--- config.mk ---
export PLATFORM = sky130hd
export DESIGN_NAME = axi4_stream_to_axi4_flat
export DESIGN_NICKNAME = d
export VERILOG_FILES = /design/src/rtl/axi4_stream_to_axi4_if.sv /design/src/rtl/axi4_stream_to_axi4.sv /design/src/flat_wrapper.sv
export SDC_FILE = /design/constraint.sdc
export NUM_CORES = 1
export LEC_CHECK = 0
export ABC_AREA = 0
export BUFFER_PORTS_ARGS = -buffer_cell sky130_fd_sc_hd__buf_2
export CAP_MARGIN = 25
export CORE_AREA = 2 2 161 163
export DETAILED_ROUTE_END_ITERATION = 8
export DIE_AREA = 0 0 163 165
export GPL_TIMING_DRIVEN = 0
export HOLD_SLACK_MARGIN = 0.02
export SLEW_MARGIN = 20
export SYNTH_ARGS = -nofsm -noshare
export SYNTH_HDL_FRONTEND = slang
export SYNTH_SLANG_ARGS = --single-unit
--- constraint.sdc ---
create_clock -name clk_i -period 6.66 [get_ports clk_i]
set_clock_uncertainty 0.1 [all_clocks]
set_input_delay 0.333 -clock clk_i [delete_from_list [all_inputs] [get_ports clk_i]]
set_output_delay 0.333 -clock clk_i [all_outputs]
set_load 0.05 [all_outputs]
--- src/rtl/axi4_stream_to_axi4_if.sv ---
// axi4_stream_to_axi4_if: AXI4-Stream and AXI4 bus interfaces used by the packet writer.
interface axi4_stream_if #(parameter int DATA_WIDTH = 64);
  logic [DATA_WIDTH-1:0] tdata;
  logic [DATA_WIDTH/8-1:0] tkeep;
  logic tlast;
  logic tvalid;
  logic tready;
  modport master(output tdata, tkeep, tlast, tvalid, input tready);
  modport slave(input tdata, tkeep, tlast, tvalid, output tready);
endinterface

interface axi4_if #(
  parameter int DATA_WIDTH = 64,
  parameter int ADDR_WIDTH = 32,
  parameter int ID_WIDTH = 1,
  parameter int AWUSER_WIDTH = 1,
  parameter int WUSER_WIDTH = 1,
  parameter int ARUSER_WIDTH = 1
);
  logic [ID_WIDTH-1:0] awid;
  logic [ADDR_WIDTH-1:0] awaddr;
  logic [7:0] awlen;
  logic [2:0] awsize;
  logic [1:0] awburst;
  logic awlock;
  logic [3:0] awcache;
  logic [2:0] awprot;
  logic [3:0] awqos;
  logic [3:0] awregion;
  logic [AWUSER_WIDTH-1:0] awuser;
  logic awvalid;
  logic awready;
  logic [DATA_WIDTH-1:0] wdata;
  logic [DATA_WIDTH/8-1:0] wstrb;
  logic wlast;
  logic [WUSER_WIDTH-1:0] wuser;
  logic wvalid;
  logic wready;
  logic [ID_WIDTH-1:0] bid;
  logic [1:0] bresp;
  logic bvalid;
  logic bready;
  logic [ID_WIDTH-1:0] arid;
  logic [ADDR_WIDTH-1:0] araddr;
  logic [7:0] arlen;
  logic [2:0] arsize;
  logic [1:0] arburst;
  logic arlock;
  logic [3:0] arcache;
  logic [2:0] arprot;
  logic [3:0] arqos;
  logic [3:0] arregion;
  logic [ARUSER_WIDTH-1:0] aruser;
  logic arvalid;
  logic arready;
  logic [ID_WIDTH-1:0] rid;
  logic [DATA_WIDTH-1:0] rdata;
  logic [1:0] rresp;
  logic rlast;
  logic rvalid;
  logic rready;
  modport master(
    output awid, awaddr, awlen, awsize, awburst, awlock, awcache, awprot, awqos, awregion, awuser, awvalid,
    input awready,
    output wdata, wstrb, wlast, wuser, wvalid,
    input wready,
    input bid, bresp, bvalid,
    output bready,
    output arid, araddr, arlen, arsize, arburst, arlock, arcache, arprot, arqos, arregion, aruser, arvalid,
    input arready,
    input rid, rdata, rresp, rlast, rvalid,
    output rready
  );
  modport slave(
    input awid, awaddr, awlen, awsize, awburst, awlock, awcache, awprot, awqos, awregion, awuser, awvalid,
    output awready,
    input wdata, wstrb, wlast, wuser, wvalid,
    output wready,
    output bid, bresp, bvalid,
    input bready,
    input arid, araddr, arlen, arsize, arburst, arlock, arcache, arprot, arqos, arregion, aruser, arvalid,
    output arready,
    output rid, rdata, rresp, rlast, rvalid,
    input rready
  );
endinterface

--- src/rtl/axi4_stream_to_axi4.sv ---
// axi4_stream_to_axi4: writes one AXI4-Stream packet to memory as 4 KB-safe AXI4 INCR bursts.
// Optional AXI4_STREAM_TO_AXI4_BRESP_CHECK_EN flags non-OKAY BRESP in err_o[2].
module axi4_stream_to_axi4 #(
  parameter int DATA_WIDTH = 64,
  parameter int ADDR_WIDTH = 32,
  parameter int ID_WIDTH = 1,
  parameter int AWUSER_WIDTH = 1,
  parameter int WUSER_WIDTH = 1,
  parameter int ARUSER_WIDTH = 1,
  parameter int MAX_PKT_SIZE_B = 2048,
  parameter int MAX_PKT_SIZE_WIDTH = $clog2(MAX_PKT_SIZE_B) + 1
) (
  input  logic clk_i,
  input  logic rst_i,
  input  logic [MAX_PKT_SIZE_WIDTH-1:0] pkt_size_i,
  input  logic [ADDR_WIDTH-1:0] addr_i,
  input  logic wr_stb_i,
  output logic busy_o,
  output logic done_o,
  output logic [2:0] err_o,
  axi4_stream_if.slave pkt_i,
  axi4_if.master mem_o
);
  localparam int DB = DATA_WIDTH / 8;
  localparam int AL = $clog2(DB);
  localparam int PW = MAX_PKT_SIZE_WIDTH;
  localparam int CW = PW + 14;
  localparam logic [2:0] IDLE_S = 3'd0;
  localparam logic [2:0] CALC_BURST_S = 3'd1;
  localparam logic [2:0] ADDR_S = 3'd2;
  localparam logic [2:0] DATA_S = 3'd3;
  localparam logic [2:0] RESP_S = 3'd4;
  localparam logic [2:0] FLUSH_S = 3'd5;
`ifdef AXI4_STREAM_TO_AXI4_BRESP_CHECK_EN
  localparam bit BRESP_CHK = 1'b1;
`else
  localparam bit BRESP_CHK = 1'b0;
`endif
  logic [2:0] st;
  logic [ADDR_WIDTH-1:0] cur_addr;
  logic [PW-1:0] words_left;
  logic [8:0] burst_left;
  logic early;
  logic last_tl;
  logic awvalid;
  logic [ADDR_WIDTH-1:0] awaddr;
  logic [7:0] awlen;
  logic [PW:0] words;
  logic [CW-1:0] b4k;
  logic [CW-1:0] bmin;
  logic [CW-1:0] blen;
  logic w_hs;
  always_comb begin
    words = ({1'b0, pkt_size_i} + (PW+1)'(DB - 1)) >> AL;
    b4k = (CW'(13'h1000) - CW'(cur_addr[11:0])) >> AL;
    bmin = (CW'(words_left) < b4k) ? CW'(words_left) : b4k;
    blen = (bmin > CW'(256)) ? CW'(256) : bmin;
  end
  // After an early tlast the stream is no longer consumed; the rest of the packet is written as empty-strobe beats.
  assign mem_o.wvalid = (st == DATA_S) && (early || pkt_i.tvalid);
  assign pkt_i.tready = ((st == DATA_S) && !early && mem_o.wready) || (st == FLUSH_S);
  assign mem_o.wdata = pkt_i.tdata;
  assign mem_o.wstrb = early ? '0 : pkt_i.tkeep;
  assign mem_o.wlast = (st == DATA_S) && (burst_left == 9'd1);
  assign mem_o.wuser = '0;
  assign w_hs = mem_o.wvalid && mem_o.wready;
  assign mem_o.awid = '0;
  assign mem_o.awaddr = awaddr;
  assign mem_o.awlen = awlen;
  assign mem_o.awsize = 3'(AL);
  assign mem_o.awburst = 2'b01;
  assign mem_o.awlock = 1'b0;
  assign mem_o.awcache = '0;
  assign mem_o.awprot = '0;
  assign mem_o.awqos = '0;
  assign mem_o.awregion = '0;
  assign mem_o.awuser = '0;
  assign mem_o.awvalid = awvalid;
  assign mem_o.bready = (st == RESP_S);
  assign mem_o.arid = '0;
  assign mem_o.araddr = '0;
  assign mem_o.arlen = '0;
  assign mem_o.arsize = '0;
  assign mem_o.arburst = '0;
  assign mem_o.arlock = 1'b0;
  assign mem_o.arcache = '0;
  assign mem_o.arprot = '0;
  assign mem_o.arqos = '0;
  assign mem_o.arregion = '0;
  assign mem_o.aruser = '0;
  assign mem_o.arvalid = 1'b0;
  assign mem_o.rready = 1'b1;
  assign busy_o = (st != IDLE_S);
  always_ff @(posedge clk_i or posedge rst_i) begin
    if (rst_i) begin
      st <= IDLE_S;
      cur_addr <= '0;
      words_left <= '0;
      burst_left <= '0;
      early <= 1'b0;
      last_tl <= 1'b0;
      awvalid <= 1'b0;
      awaddr <= '0;
      awlen <= '0;
      done_o <= 1'b0;
      err_o <= '0;
    end else begin
      done_o <= 1'b0;
      case (st)
        IDLE_S:
          if (wr_stb_i && pkt_size_i != '0) begin
            cur_addr <= {addr_i[ADDR_WIDTH-1:AL], {AL{1'b0}}};
            words_left <= PW'(words);
            err_o <= '0;
            early <= 1'b0;
            last_tl <= 1'b0;
            st <= CALC_BURST_S;
          end
        CALC_BURST_S: begin
          awaddr <= cur_addr;
          awlen <= 8'(blen - CW'(1));
          burst_left <= 9'(blen);
          awvalid <= 1'b1;
          st <= ADDR_S;
        end
        ADDR_S:
          if (mem_o.awready) begin
            awvalid <= 1'b0;
            cur_addr <= cur_addr + (ADDR_WIDTH'(burst_left) << AL);
            st <= DATA_S;
          end
        DATA_S:
          if (w_hs) begin
            burst_left <= burst_left - 9'd1;
            words_left <= words_left - PW'(1);
            if (!early) begin
              last_tl <= pkt_i.tlast;
              if (pkt_i.tlast && words_left != PW'(1)) begin
                early <= 1'b1;
                err_o[0] <= 1'b1;
              end
            end
            if (mem_o.wlast) st <= RESP_S;
          end
        RESP_S:
          if (mem_o.bvalid) begin
            if (BRESP_CHK && mem_o.bresp != 2'b00) err_o[2] <= 1'b1;
            if (words_left != '0) st <= CALC_BURST_S;
            else if (last_tl || early) begin
              st <= IDLE_S;
              done_o <= 1'b1;
            end else begin
              st <= FLUSH_S;
              err_o[1] <= 1'b1;
            end
          end
        FLUSH_S:
          if (pkt_i.tvalid && pkt_i.tlast) begin
            st <= IDLE_S;
            done_o <= 1'b1;
          end
        default: st <= IDLE_S;
      endcase
    end
  end
endmodule

--- src/flat_wrapper.sv ---
// flat-port wrapper written by rule: the top's interface ports become plain ports
module axi4_stream_to_axi4_flat 
#(
  parameter int DATA_WIDTH = 64,
  parameter int ADDR_WIDTH = 32,
  parameter int ID_WIDTH = 1,
  parameter int AWUSER_WIDTH = 1,
  parameter int WUSER_WIDTH = 1,
  parameter int ARUSER_WIDTH = 1,
  parameter int MAX_PKT_SIZE_B = 2048,
  parameter int MAX_PKT_SIZE_WIDTH = $clog2(MAX_PKT_SIZE_B) + 1
)
  (clk_i, rst_i, pkt_size_i, addr_i, wr_stb_i, busy_o, done_o, err_o, pkt_i_tdata, pkt_i_tkeep, pkt_i_tlast, pkt_i_tvalid, pkt_i_tready, mem_o_awid, mem_o_awaddr, mem_o_awlen, mem_o_awsize, mem_o_awburst, mem_o_awlock, mem_o_awcache, mem_o_awprot, mem_o_awqos, mem_o_awregion, mem_o_awuser, mem_o_awvalid, mem_o_awready, mem_o_wdata, mem_o_wstrb, mem_o_wlast, mem_o_wuser, mem_o_wvalid, mem_o_wready, mem_o_bid, mem_o_bresp, mem_o_bvalid, mem_o_bready, mem_o_arid, mem_o_araddr, mem_o_arlen, mem_o_arsize, mem_o_arburst, mem_o_arlock, mem_o_arcache, mem_o_arprot, mem_o_arqos, mem_o_arregion, mem_o_aruser, mem_o_arvalid, mem_o_arready, mem_o_rid, mem_o_rdata, mem_o_rresp, mem_o_rlast, mem_o_rvalid, mem_o_rready);
  axi4_stream_if #(.DATA_WIDTH(DATA_WIDTH)) pkt_i_i ();
  axi4_if #(.DATA_WIDTH(DATA_WIDTH), .ADDR_WIDTH(ADDR_WIDTH), .ID_WIDTH(ID_WIDTH), .AWUSER_WIDTH(AWUSER_WIDTH), .WUSER_WIDTH(WUSER_WIDTH), .ARUSER_WIDTH(ARUSER_WIDTH)) mem_o_i ();
  input  logic clk_i;
  input  logic rst_i;
  input  logic [MAX_PKT_SIZE_WIDTH-1:0] pkt_size_i;
  input  logic [ADDR_WIDTH-1:0] addr_i;
  input  logic wr_stb_i;
  output logic busy_o;
  output logic done_o;
  output logic [2:0] err_o;
  input wire logic [$bits(pkt_i_i.tdata)-1:0] pkt_i_tdata;
  input wire logic [$bits(pkt_i_i.tkeep)-1:0] pkt_i_tkeep;
  input wire logic [$bits(pkt_i_i.tlast)-1:0] pkt_i_tlast;
  input wire logic [$bits(pkt_i_i.tvalid)-1:0] pkt_i_tvalid;
  output wire logic [$bits(pkt_i_i.tready)-1:0] pkt_i_tready;
  output wire logic [$bits(mem_o_i.awid)-1:0] mem_o_awid;
  output wire logic [$bits(mem_o_i.awaddr)-1:0] mem_o_awaddr;
  output wire logic [$bits(mem_o_i.awlen)-1:0] mem_o_awlen;
  output wire logic [$bits(mem_o_i.awsize)-1:0] mem_o_awsize;
  output wire logic [$bits(mem_o_i.awburst)-1:0] mem_o_awburst;
  output wire logic [$bits(mem_o_i.awlock)-1:0] mem_o_awlock;
  output wire logic [$bits(mem_o_i.awcache)-1:0] mem_o_awcache;
  output wire logic [$bits(mem_o_i.awprot)-1:0] mem_o_awprot;
  output wire logic [$bits(mem_o_i.awqos)-1:0] mem_o_awqos;
  output wire logic [$bits(mem_o_i.awregion)-1:0] mem_o_awregion;
  output wire logic [$bits(mem_o_i.awuser)-1:0] mem_o_awuser;
  output wire logic [$bits(mem_o_i.awvalid)-1:0] mem_o_awvalid;
  input wire logic [$bits(mem_o_i.awready)-1:0] mem_o_awready;
  output wire logic [$bits(mem_o_i.wdata)-1:0] mem_o_wdata;
  output wire logic [$bits(mem_o_i.wstrb)-1:0] mem_o_wstrb;
  output wire logic [$bits(mem_o_i.wlast)-1:0] mem_o_wlast;
  output wire logic [$bits(mem_o_i.wuser)-1:0] mem_o_wuser;
  output wire logic [$bits(mem_o_i.wvalid)-1:0] mem_o_wvalid;
  input wire logic [$bits(mem_o_i.wready)-1:0] mem_o_wready;
  input wire logic [$bits(mem_o_i.bid)-1:0] mem_o_bid;
  input wire logic [$bits(mem_o_i.bresp)-1:0] mem_o_bresp;
  input wire logic [$bits(mem_o_i.bvalid)-1:0] mem_o_bvalid;
  output wire logic [$bits(mem_o_i.bready)-1:0] mem_o_bready;
  output wire logic [$bits(mem_o_i.arid)-1:0] mem_o_arid;
  output wire logic [$bits(mem_o_i.araddr)-1:0] mem_o_araddr;
  output wire logic [$bits(mem_o_i.arlen)-1:0] mem_o_arlen;
  output wire logic [$bits(mem_o_i.arsize)-1:0] mem_o_arsize;
  output wire logic [$bits(mem_o_i.arburst)-1:0] mem_o_arburst;
  output wire logic [$bits(mem_o_i.arlock)-1:0] mem_o_arlock;
  output wire logic [$bits(mem_o_i.arcache)-1:0] mem_o_arcache;
  output wire logic [$bits(mem_o_i.arprot)-1:0] mem_o_arprot;
  output wire logic [$bits(mem_o_i.arqos)-1:0] mem_o_arqos;
  output wire logic [$bits(mem_o_i.arregion)-1:0] mem_o_arregion;
  output wire logic [$bits(mem_o_i.aruser)-1:0] mem_o_aruser;
  output wire logic [$bits(mem_o_i.arvalid)-1:0] mem_o_arvalid;
  input wire logic [$bits(mem_o_i.arready)-1:0] mem_o_arready;
  input wire logic [$bits(mem_o_i.rid)-1:0] mem_o_rid;
  input wire logic [$bits(mem_o_i.rdata)-1:0] mem_o_rdata;
  input wire logic [$bits(mem_o_i.rresp)-1:0] mem_o_rresp;
  input wire logic [$bits(mem_o_i.rlast)-1:0] mem_o_rlast;
  input wire logic [$bits(mem_o_i.rvalid)-1:0] mem_o_rvalid;
  output wire logic [$bits(mem_o_i.rready)-1:0] mem_o_rready;
  assign pkt_i_i.tdata = pkt_i_tdata;
  assign pkt_i_i.tkeep = pkt_i_tkeep;
  assign pkt_i_i.tlast = pkt_i_tlast;
  assign pkt_i_i.tvalid = pkt_i_tvalid;
  assign pkt_i_tready = pkt_i_i.tready;
  assign mem_o_awid = mem_o_i.awid;
  assign mem_o_awaddr = mem_o_i.awaddr;
  assign mem_o_awlen = mem_o_i.awlen;
  assign mem_o_awsize = mem_o_i.awsize;
  assign mem_o_awburst = mem_o_i.awburst;
  assign mem_o_awlock = mem_o_i.awlock;
  assign mem_o_awcache = mem_o_i.awcache;
  assign mem_o_awprot = mem_o_i.awprot;
  assign mem_o_awqos = mem_o_i.awqos;
  assign mem_o_awregion = mem_o_i.awregion;
  assign mem_o_awuser = mem_o_i.awuser;
  assign mem_o_awvalid = mem_o_i.awvalid;
  assign mem_o_i.awready = mem_o_awready;
  assign mem_o_wdata = mem_o_i.wdata;
  assign mem_o_wstrb = mem_o_i.wstrb;
  assign mem_o_wlast = mem_o_i.wlast;
  assign mem_o_wuser = mem_o_i.wuser;
  assign mem_o_wvalid = mem_o_i.wvalid;
  assign mem_o_i.wready = mem_o_wready;
  assign mem_o_i.bid = mem_o_bid;
  assign mem_o_i.bresp = mem_o_bresp;
  assign mem_o_i.bvalid = mem_o_bvalid;
  assign mem_o_bready = mem_o_i.bready;
  assign mem_o_arid = mem_o_i.arid;
  assign mem_o_araddr = mem_o_i.araddr;
  assign mem_o_arlen = mem_o_i.arlen;
  assign mem_o_arsize = mem_o_i.arsize;
  assign mem_o_arburst = mem_o_i.arburst;
  assign mem_o_arlock = mem_o_i.arlock;
  assign mem_o_arcache = mem_o_i.arcache;
  assign mem_o_arprot = mem_o_i.arprot;
  assign mem_o_arqos = mem_o_i.arqos;
  assign mem_o_arregion = mem_o_i.arregion;
  assign mem_o_aruser = mem_o_i.aruser;
  assign mem_o_arvalid = mem_o_i.arvalid;
  assign mem_o_i.arready = mem_o_arready;
  assign mem_o_i.rid = mem_o_rid;
  assign mem_o_i.rdata = mem_o_rdata;
  assign mem_o_i.rresp = mem_o_rresp;
  assign mem_o_i.rlast = mem_o_rlast;
  assign mem_o_i.rvalid = mem_o_rvalid;
  assign mem_o_rready = mem_o_i.rready;
  axi4_stream_to_axi4 #(.DATA_WIDTH(DATA_WIDTH), .ADDR_WIDTH(ADDR_WIDTH), .ID_WIDTH(ID_WIDTH), .AWUSER_WIDTH(AWUSER_WIDTH), .WUSER_WIDTH(WUSER_WIDTH), .ARUSER_WIDTH(ARUSER_WIDTH), .MAX_PKT_SIZE_B(MAX_PKT_SIZE_B), .MAX_PKT_SIZE_WIDTH(MAX_PKT_SIZE_WIDTH)) u_core (.clk_i(clk_i), .rst_i(rst_i), .pkt_size_i(pkt_size_i), .addr_i(addr_i), .wr_stb_i(wr_stb_i), .busy_o(busy_o), .done_o(done_o), .err_o(err_o), .pkt_i(pkt_i_i), .mem_o(mem_o_i));
endmodule
* Word-level counts from Yosys, hierarchy flattened
Index checks and enable logic that the tools add are counted.
** Cells by class
- $add $sub $neg :: 6
- $lt $le $gt $ge :: 2
- Eq/ne operators :: 17
- Mux-type cells :: 44
- Reductions and logical operators :: 29
** Operators with widths (count)
- $mux 32 :: 2
- $pmux 32 s2 :: 1
- $add 32x12->32 :: 1
- $mux 12 :: 2
- $mux 3 :: 8
- $pmux 12 s2 :: 1
- $reduce_bool 12->1 :: 2
- $gt 23x9->1 const B :: 1
- $lt 12x23->1 :: 1
- $mux 23 :: 1
- $mux 9 :: 2
- $pmux 3 s6 :: 1
- $pmux 9 s2 :: 1
- $mux 1 :: 17
- $ne 2x2->1 const B :: 8
- $sub 13x12->14 const A :: 1
- $add 12x3->13 const B :: 1
- $ne 12x1->1 const B :: 1
- $pmux 1 s2 :: 6
- $sub 12x1->12 const B :: 1
- $reduce_and 5->1 :: 2
- $reduce_bool 2->1 :: 5
- $eq 9x1->1 const B :: 1
- $sub 9x1->9 const B :: 1
- 16 further kinds :: 30
** Word-level totals
- Register bits :: 102
- Input port bits :: 197
- Output and inout bits :: 211

* Depth between registers and ports, before layout
- Word-level depth :: 6
- Gate-level depth with buffers :: 20

* Worst setup path after synthesis
OpenSTA, ideal clock, no wires.
- Path kind :: flip-flop to flip-flop
- Start :: reg u_core.cur_addr[3]
- End :: reg u_core.awlen[6], in the netlist u_core.mem_o.awlen[6]
- Library setup time :: 0.124 ns
- Arrival :: 4.723 ns
- Required time :: 6.436 ns
- Path slack :: 1.714 ns
- Stages on the path, launching flop included :: 20
- Path through :: dfrtp_1 clkbuf_1 inv_1 ha_1 or4b_1 or4_4 xnor2_1 ha_1 a21o_1 a2111oi_0 o31a_1 clkbuf_1 nand3_1 o31a_4 or2_2 ha_1 inv_1 o311ai_0 a21boi_1 o31a_1
** On the way
- Cells in the longest elaborated chain, start to end :: 6
** RTL lines
- start, declared :: RTL line axi4_stream_to_axi4.sv:40 : logic [ADDR_WIDTH-1:0] cur_addr;
- start signal, assigned :: RTL line axi4_stream_to_axi4.sv:112 : cur_addr <= {addr_i[ADDR_WIDTH-1:AL], {AL{1'b0}}};
- start signal, assigned :: RTL line axi4_stream_to_axi4.sv:129 : cur_addr <= cur_addr + (ADDR_WIDTH'(burst_left) << AL);
- $sub 13x12->14 (*) :: RTL line axi4_stream_to_axi4.sv:55 : b4k = (CW'(13'h1000) - CW'(cur_addr[11:0])) >> AL;
- $lt 12x23->1 :: RTL line axi4_stream_to_axi4.sv:56 : bmin = (CW'(words_left) < b4k) ? CW'(words_left) : b4k;
- $mux 23 (*) :: RTL line axi4_stream_to_axi4.sv:56
- $gt 23x9->1 :: RTL line axi4_stream_to_axi4.sv:57 : blen = (bmin > CW'(256)) ? CW'(256) : bmin;
- $mux 9 (*) :: RTL line axi4_stream_to_axi4.sv:57
- $sub 8x1->8 (*) :: RTL line axi4_stream_to_axi4.sv:121 : awlen <= 8'(blen - CW'(1));
- end signal, assigned :: RTL line axi4_stream_to_axi4.sv:121
- end, declared :: RTL line axi4_stream_to_axi4.sv:47 : logic [7:0] awlen;
Mark *: on every way between the ends. The rest lies on a longest branch, timed or not.
A chain may end at the register's enable or synchronous reset.

* Worst setup path in the final report
Ends and elaborated chain as after synthesis.

==> run metrics <==
Gate Count Post-Synth 940; status completed; DRT antenna net count 0; crit path kind register to register; Util after Layout 37.89%; Remaining Overflow, GRT 0; Area Overhead vs Synth 26.35%; Worst Hold Class input port to register; largest net degree at the start of global routing 50; row count 58; # DRC 0; die width 163 um; Synth async-reset ratio 100.0%; initial antenna violation count 1; synthesized area 7508 um2; Max Clock Freq 159.3 MHz; Tmin final 6.276 ns; clock-pin transition on the worst setup and hold timing paths around 0.070 ns; placed cell areas 9166 um2; Slew Viols, Final 0; Pre-antenna DRT Iters 5; Tot Pwr 4.611 mW; required time worst endpoint 6.79 ns; setup TNS 0 ns; routed vias 7,374; # nets final roughly 1,400; first-pass GRT wire length 36,110 um; sequential-to-total area share from yosys stat 31.99%; Die H 165 um; number of global-route vias before repair 6,609; DRT iter0 DRCs 538; register area 2402 um2; Post-Route WL around 24,000 um; share of cells above drive strength 1 approximately 30%; EDFF count, synth 0; static leakage 4.788 nW; RSZ-0062 raised after global routing no; ANT cells 0; Cell variety after synth 72; CTS tree done; period utilization 94.23%; ys flop type dfrtp_1; Core Area 25,040 um2; Synth Warn # 0; CTS buffer count 9; dpl hpwl 18,540 um; final hold violations 0; clk root buf clkbuf_16; Mean Syn Cell Area 7.988 um2; later-pin clock latency in the skew report 0.36 ns; Slowest Stage Delay on Critical Path 0.75 ns; slew margin rel. 44.21%; number of setup violations in the final report 0; startpoint types register; post-synthesis register bit count 96; Vias/cell 4.751; crit-path cells clkbuf_1, inv_1, ha_1, or4b_1, or4_4, xnor2_1, ha_1, a21o_1, a2111oi_0, o31a_1, clkbuf_1, nand3_1, o31a_4, or2_2, ha_1, inv_1, o311ai_0, a21boi_1, o31a_1; # fillers 2,634; Worst Max-Slew Pin Slew 0.8158 ns; Setup crit end kind register; CP max-delay cell a2111oi_0; clock sinks 96; Worst IR Drop VDD around 0.00020 V; H-tree depth 3; Most common cell on crit path ha_1; Finished Cell Area 9487 um2; multi-input gate area in the final layout 3995 um2; post-DR wirelength/cell around 15 um; crit path max fanout 10; power per cell area 486.1 nW/um2; Placer Congestion 0.9012; I/O pins just over 400; Tot GR Track Use between 10% and 20%; die area 26,900 um2; Post-CTS Setup Inserts 0; initial core utilization 29.99%; max cap viols 0; Arr. time, crit path between 6 and 7 ns; clk buf depth 2; port bufs between 150 and 200
## power by group
part / switching [mW] / internal (mW) / total [mW]
combinational: 2.06 / 0.926 / 2.99
sequential: 0.247 / 0.825 / 1.07
clock: 0.237 / 0.311 / 0.549
total: 2.55 / 2.06 / 4.61
## stage by stage
step                setup slack, ns  instances  hold slack [ns]
floorplan                     1.714       1031           0.3553
global placement             0.4658       1535           0.3571
detailed placement           0.5891       1536           0.3043
CTS                          0.5335       1552           0.1451
global route                0.09676       1552           0.1644
finish                       0.3840       1552           0.1416
## metal layers
layer  vias up  GRT usage (%)  wire length, um
li1       3605              -                -
met1      3390          24.04            10470
met2       355          26.95            10860
met3        22          2.762             1959
met4         2          5.189              326
met5         -              0               11
## logic make-up after synthesis
| logic type | Yosys count | share of synthesized area [%] |
|---|---|---|
| adders and majority gates | 26 | 4.433 |
| and+or+nand+nor | 333 | 21.13 |
| AOI/OAI and AO/OA | 227 | 19.63 |
| buffers and inverters | 229 | 19.41 |
| other | 2 | 0.1000 |
| xor gates and xnor gates | 22 | 2.566 |
| muxes | 5 | 0.7332 |
| DFF | 96 | 31.99 |
## final cells by class
class / instances / share of cell area, %
inverters: 27 / 1.121
repair buffers: 176 / 9.575
clock inverters: 4 / 0.5539
multi-input cells: 706 / 42.11
flip-flops and latches: 96 / 25.32
clock buffers: 11 / 2.664
well taps: 330 / 4.352
plain buffers: 202 / 14.30
## cell usage in the layout, fill, tap and decap left out, types with 8 or more instances in the layout
cell type	n
a211oi_1	13
a21oi_1	47
a31oi_1	12
and2_1	9
and3_1	8
buf_2	174
buf_4	157
clkbuf_1	40
clkbuf_16	9
conb_1	93
dfrtp_1	96
ha_1	25
inv_1	26
nand2_1	131
nand3_1	31
nor2_1	63
nor2b_1	12
nor3_1	23
nor4_1	11
o21ai_0	62
o22ai_1	12
o31ai_1	8
xnor2_1	19
## sequential cells by signal, indices dropped and copies added (netlist names)
name,count
u_core.burst_left,9
u_core.cur_addr,29
u_core.done_o,1
u_core.early,1
u_core.err_o,2
u_core.last_tl,1
u_core.mem_o.awaddr,29
u_core.mem_o.awlen,8
u_core.mem_o.awvalid,1
u_core.st,3
u_core.words_left,12
## worst paths after layout
kind | from | end | slack [ns] | cells after the start
max | u_core.cur_addr[3] | u_core.mem_o.awlen[6] | 0.38 | 19
min | addr_i[28] | u_core.cur_addr[28] | 0.14 | 3
max reg2reg | u_core.cur_addr[3] | u_core.mem_o.awlen[6] | 0.38 | 19
min reg2reg | u_core.mem_o.awaddr[18] | u_core.mem_o.awaddr[18] | 0.37 | 2
max in group asynchronous | rst_i | u_core.words_left[1] | 5.40 | 4
min in group asynchronous | rst_i | u_core.mem_o.awaddr[29] | 0.46 | 3
## worst max-delay path, delay by kind of cell, from the launching register on
family                     cells  cell delay (ns)
adders and majority gates      3             0.78
AOI/OAI and AO/OA              7             2.13
and+or+nand+nor                4             1.48
DFF                            1             0.40
xor gates and xnor gates       1             0.24
buffers and inverters          4             0.99
## Yosys cell counts, drive strengths merged, types with 3 or more instances
master / instances / area, um2
o31ai: 8 / 60.06
a311oi: 6 / 52.55
o31a: 4 / 43.80
a21oi: 47 / 235.2
and2: 10 / 62.56
and4: 3 / 26.28
nand3: 31 / 155.2
o22ai: 12 / 75.07
nor2b: 12 / 75.07
nand2b: 4 / 25.02
o41ai: 3 / 26.28
a211oi: 13 / 97.59
a21o: 5 / 37.54
or4: 6 / 56.30
buf: 161 / 1201
o21a: 7 / 52.55
a2bb2oi: 7 / 61.31
xnor2: 19 / 166.4
a2111oi: 3 / 27.53
nor4: 11 / 68.82
nor3: 24 / 120.1
ha: 25 / 312.8
o211ai: 7 / 52.55
nand2: 131 / 491.7
and3: 8 / 50.05
a31oi: 13 / 87.58
clkbuf: 41 / 155.1
a41oi: 4 / 35.03
mux2i: 4 / 40.04
dfrtp: 96 / 2402
inv: 27 / 101.4
or3: 8 / 55.05
xor2: 3 / 26.28
nor2: 63 / 236.5
a22oi: 3 / 27.52
nand3b: 4 / 30.03
a21boi: 6 / 45.05
nand4: 6 / 37.54
o21ai: 64 / 320.3
or2: 4 / 25.02
## timing repair
action	4_1_cts	5_1_grt
hold endpoints to repair	47	0
hold buffers	1	0
gates resized for setup	0	0
Note: power is estimated with default switching activity, not from simulation.
